### src/rtl/seq_trigger_mc.sv
// Multi-channel arm/complete trigger with per-channel expiry, completion mask and hit counter.
// Optional per-channel expiry is enabled by defining SEQ_TRIG_TIMEOUT_EN.
module seq_trigger_mc #(
    parameter int NCH     = 4,
    parameter int TIMEOUT = 8,
    parameter int CNT_W   = 8
) (
    input  logic             clk,
    input  logic             rst,
    input  logic [NCH-1:0]   load_mem,
    input  logic [NCH-1:0]   done,
    input  logic             clr,
    output logic [NCH-1:0]   ready,
    output logic             ready2,
    output logic [NCH-1:0]   timeout,
    output logic [CNT_W-1:0] hit_cnt
);

    typedef enum logic {IDLE, ARMED} state_t;

    localparam int PW = $clog2(NCH + 1);
    localparam int SW = CNT_W + 5;

    // Completion events as they are being registered into ready
    logic [NCH-1:0] rdy_set;

    for (genvar i = 0; i < NCH; i++) begin : g_ch
        state_t st_q;
        logic   rdy_q;

        assign rdy_set[i] = (st_q == ARMED) && done[i];
        assign ready[i]   = rdy_q;

`ifdef SEQ_TRIG_TIMEOUT_EN
        localparam int CW = (TIMEOUT > 1) ? $clog2(TIMEOUT) : 1;
        logic [CW-1:0] cnt_q;
        logic          to_q;
        logic          expire;

        // Expiry lands the timeout pulse TIMEOUT cycles after the arming cycle
        assign expire     = (int'(cnt_q) + 2 >= TIMEOUT);
        assign timeout[i] = to_q;
`else
        assign timeout[i] = 1'b0;
`endif

        always_ff @(posedge clk or posedge rst) begin
            if (rst) begin
                st_q  <= IDLE;
                rdy_q <= 1'b0;
`ifdef SEQ_TRIG_TIMEOUT_EN
                cnt_q <= '0;
                to_q  <= 1'b0;
`endif
            end else begin
                rdy_q <= 1'b0;
`ifdef SEQ_TRIG_TIMEOUT_EN
                to_q  <= 1'b0;
`endif
                unique case (st_q)
                    IDLE: begin
                        if (load_mem[i]) begin
                            st_q <= ARMED;
`ifdef SEQ_TRIG_TIMEOUT_EN
                            cnt_q <= '0;
`endif
                        end
                    end
                    ARMED: begin
                        if (done[i]) begin
                            rdy_q <= 1'b1;
                            if (!load_mem[i]) st_q <= IDLE;
`ifdef SEQ_TRIG_TIMEOUT_EN
                            cnt_q <= '0;
`endif
                        end else if (load_mem[i]) begin
`ifdef SEQ_TRIG_TIMEOUT_EN
                            cnt_q <= '0;
`endif
                        end
`ifdef SEQ_TRIG_TIMEOUT_EN
                        else if (expire) begin
                            to_q <= 1'b1;
                            st_q <= IDLE;
                        end else begin
                            cnt_q <= cnt_q + CW'(1);
                        end
`endif
                    end
                    default: st_q <= IDLE;
                endcase
            end
        end
    end

    logic [NCH-1:0]   mask_q;
    logic             ready2_q;
    logic [CNT_W-1:0] hit_q;
    logic [PW-1:0]    pop;
    logic [SW-1:0]    sum;
    logic [CNT_W-1:0] hit_d;

    always_comb begin
        pop = '0;
        for (int i = 0; i < NCH; i++) begin
            pop = pop + PW'(rdy_set[i]);
        end
    end

    assign sum   = SW'(hit_q) + SW'(pop);
    assign hit_d = (sum[SW-1:CNT_W] != '0) ? '1 : sum[CNT_W-1:0];

    always_ff @(posedge clk or posedge rst) begin
        if (rst) begin
            mask_q   <= '0;
            ready2_q <= 1'b0;
            hit_q    <= '0;
        end else if (clr) begin
            mask_q   <= '0;
            ready2_q <= 1'b0;
            hit_q    <= '0;
        end else begin
            mask_q   <= mask_q | rdy_set;
            ready2_q <= &mask_q;
            hit_q    <= hit_d;
        end
    end

    assign ready2  = ready2_q;
    assign hit_cnt = hit_q;

endmodule

### config.mk
export PLATFORM = sky130hd
export DESIGN_NAME = seq_trigger_mc
export DESIGN_NICKNAME = d
export VERILOG_FILES = /design/src/rtl/seq_trigger_mc.sv
export SDC_FILE = /design/constraint.sdc
export NUM_CORES = 1
export LEC_CHECK = 0
export ABC_AREA = 1
export CORE_ASPECT_RATIO = 1.1
export CORE_UTILIZATION = 42
export DETAILED_ROUTE_END_ITERATION = 12
export GPL_TIMING_DRIVEN = 0
export PLACE_DENSITY = 0.85
export SYNTH_ARGS = -nofsm -noshare
export SYNTH_HDL_FRONTEND = slang
export SYNTH_SLANG_ARGS = --single-unit
export TNS_END_PERCENT = 5
### constraint.sdc
create_clock -name clk -period 2.1 [get_ports clk]
set_input_delay 0.42 -clock clk [delete_from_list [all_inputs] [get_ports clk]]
set_output_delay 0.42 -clock clk [all_outputs]
set_load 0.02 [all_outputs]
==> impl_metrics.json <==
{
  "status": "finished with violations",
  "violations": "setup timing",
  "synth_seq_cells": 21,
  "drt_iter0_markers": 13,
  "cp-end-kind": "flop",
  "final_util_pct": 61.3,
  "fin_crit_sh_pct": 106,
  "maxCapViolCount": 0,
  "ys_dominant_reg_cell": "dfrtp_1",
  "critPathArrivalTime_ns": 2.45,
  "worst_slack_ns": -0.121,
  "core_area_um2": 2270,
  "diodes": 0,
  "numCtsBuffers": 3,
  "vias_per_cell": 4.43,
  "yosysMostFrequentCell": "inv_1",
  "fin_setup_tns_ns": -0.561,
  "timing.fmax_ghz": 0.450,
  "max_stage_delay_ns": 0.40,
  "fillers": 191,
  "yosys-top-cells-area": "dfrtp_1 51%, inv_1 8.8%, buf_4 6.6%",
  "min_from": "clr",
  "ff2ff_path_depth": 12,
  "leakage_nw": 0.716,
  "post-route-min-period_ns": 2.22,
  "dr.pass1.iters": 4,
  "grt.total_usage_pct": 16.8,
  "synth_common_cells": "24 x inv_1, 21 x dfrtp_1, 17 x nand2_1, 9 x a21oi_1, 9 x buf_4",
  "worst_r2r_startpoint": "g_ch[0].st_q$_DFF_PP0_",
  "dieArea_um2": 2650,
  "first_global_vias": 797,
  "rsz0062_at_grt": "yes",
  "whs_endpoint": "hit_cnt[1]$_DFF_PP0_",
  "die_h_um": 53.9,
  "synth.avg_cell_area_um2": 9.25,
  "postSynth.asyncResetShare_pct": 100,
  "required_ns": 2.33,
  "cts_tree": "yes",
  "netlist_area_um2": 1030,
  "power_density_nw_per_um2": 729,
  "yosysUniqueCellTypes": 20,
  "overflow": 0,
  "postRouteAntennaNets": 0,
  "r2r-end": "hit_cnt[4]$_DFF_PP0_",
  "syn_to_final_growth_pct": 35.8,
  "crit_family": "adder cells",
  "netlist_instances": 111,
  "setup_viol": 8,
  "gp_congestion": 0.779,
  "synth_edf_count": 0,
  "cp_max_fo": 3,
  "drive_gt1_share_pct": 22.9,
  "clock_skew_ns": 0.00402,
  "grt_pass1_wl_mm": 3.31,
  "ctsHoldBuffers": 0,
  "start_util_pct": 45.2,
  "antenna_found_initial": 0,
  "fp.dieW_um": 49.2,
  "yosys_warnings": 0,
  "grt_max_degree": 22,
  "cpMaxStageDelayCell": "dfrtp_1",
  "startpoint_type": "flop",
  "worstSetupPathType": "flop to flop",
  "critical_path_buf_inv_count": 4,
  "root_buffer": "clkbuf_4",
  "crit_chain": "nand2_2 > xor2_1 > inv_1 > ha_4 > inv_2 > fa_2 > inv_2 > fa_2 > nand3_4 > buf_4 > xor2_1 > a21oi_1",
  "regToRegSetupSlack_ns": -0.12,
  "synth_top_cell_area_share_pct": 51.2,
  "path_clk_slew_ns": 0.12,
  "cts.sinks": 21,
  "worst_pin_slew_ns": 0.757,
  "finalHoldViolCount": 0,
  "max-vdd-ir-drop_mv": 0.652,
  "wire_per_inst_um": 10.6,
  "synth_area_leader_cell": "dfrtp_1",
  "ctsLongestPathBuffers": 2,
  "num_rows": 18,
  "drc_errors": 0,
  "port_buffers": 22,
  "num-nets-final": 160,
  "slew_headroom_pct": 49.5,
  "cts_max_level": 1,
  "worstHoldPathType": "input pin to flop",
  "synth_seq_area_share_pct": 51.2,
  "wl_mm": 1.85,
  "place.detailed.hpwl_mm": 1.36,
  "clock_latency_ns": 0.30,
  "slew_viol_final": 0,
  "min_path_cells": 2,
  "num_vias": 770,
  "ios": 28
}
## what timing repair did
item	in CTS	in global routing
gates resized for setup	8	1
setup buffers	4	0
endpoints found under the setup margin	8	8
pin swaps	7	0
## worst register-to-register path, cell delays in order (launching register included)
cell,delay [ns]
dfrtp_1,0.40
nand2_2,0.08
xor2_1,0.16
inv_1,0.09
ha_4,0.27
inv_2,0.03
fa_2,0.32
inv_2,0.07
fa_2,0.23
nand3_4,0.10
buf_4,0.15
xor2_1,0.13
a21oi_1,0.12
## per-layer routing
metal / GRT usage [%] / vias up / part of all wire [%] / routed length (µm)
met3: 1.69 / 2 / 2.8 / 51
met1: 19.1 / 359 / 43 / 803
met5: 0 / - / 0 / 0
met2: 31.3 / 18 / 53 / 975
met4: 9.80 / 0 / 1.0 / 19
li1: - / 391 / - / -
## report_power, final
group          switching (mW)  internal [mW]
registers              0.0423          0.446
logic                   0.169          0.168
clock network           0.120         0.0709
total                   0.331          0.685
## worst max-delay path by stage
| stage | slack, ns | depth (start not counted) | startpoint | end |
|---|---|---|---|---|
| floorplan | -0.04 | 13 | done[0] | hit_cnt[6]$_DFF_PP0_ |
| global placement | -0.61 | 14 | done[0] | hit_cnt[6]$_DFF_PP0_ |
| detailed placement | -0.68 | 14 | done[0] | hit_cnt[6]$_DFF_PP0_ |
| CTS | -0.09 | 12 | g_ch[0].st_q$_DFF_PP0_ | hit_cnt[4]$_DFF_PP0_ |
| global route | -0.27 | 12 | g_ch[0].st_q$_DFF_PP0_ | hit_cnt[4]$_DFF_PP0_ |
| finish | -0.12 | 12 | g_ch[0].st_q$_DFF_PP0_ | hit_cnt[4]$_DFF_PP0_ |
## state kept, by name, summed over array words and instances, names as in the netlist
name	cells
hit_cnt	8
mask_q	4
ready2	1
g_ch.st_q	4
g_ch.rdy_q	4
## placed cells by master, fill, tap and decap left out, types with 2 or more instances in the layout
cell	n
inv_2	3
clkdlybuf4s50_1	21
conb_1	4
dfrtp_1	20
clkbuf_4	3
nand2_2	4
a21oi_1	8
inv_1	21
nand2_1	14
o21bai_1	4
nor2_1	5
fa_2	2
xor2_1	2
nand3_1	5
buf_4	13
## logic make-up (layout without fill, tap and decap cells)
group                      Yosys count  after routing  synth area share (%)
DFF                                 21             21                  51.2
buffers and inverters               33             63                  15.3
AOI/OAI and AO/OA                   16             16                  9.01
xor gates and xnor gates             3              3                  2.56
and+or+nand+nor                     33             33                  15.2
other                                1              4                 0.365
adders and majority gates            4              4                  6.33
## stage by stage
stage	setup slack [ns]	power [mW]	instance area, µm²	hold WS [ns]	std cells
finish	-0.121	1.02	1400	0.339	174
global route	-0.272	1.08	1400	0.334	174
CTS	-0.0888	1.02	1390	0.338	174
detailed placement	-0.681	0.791	1310	0.499	166
global placement	-0.610	0.776	1310	0.479	166
floorplan	-0.0354	0.678	1050	0.396	114
## area by class of cell
class                      count  area, µm²  share of cell area [%]
inverter                      24       90.1                    6.46
multi-input combinational     60        397                    28.4
clock buffer                   3       22.5                    1.61
tap                           30       37.5                    2.69
timing repair buffer          26        249                    17.8
clock inverter                 1       5.00                   0.359
buffer                         9       67.6                    4.84
sequential                    21        527                    37.8
No activity file was read; power rests on OpenSTA's default activity.
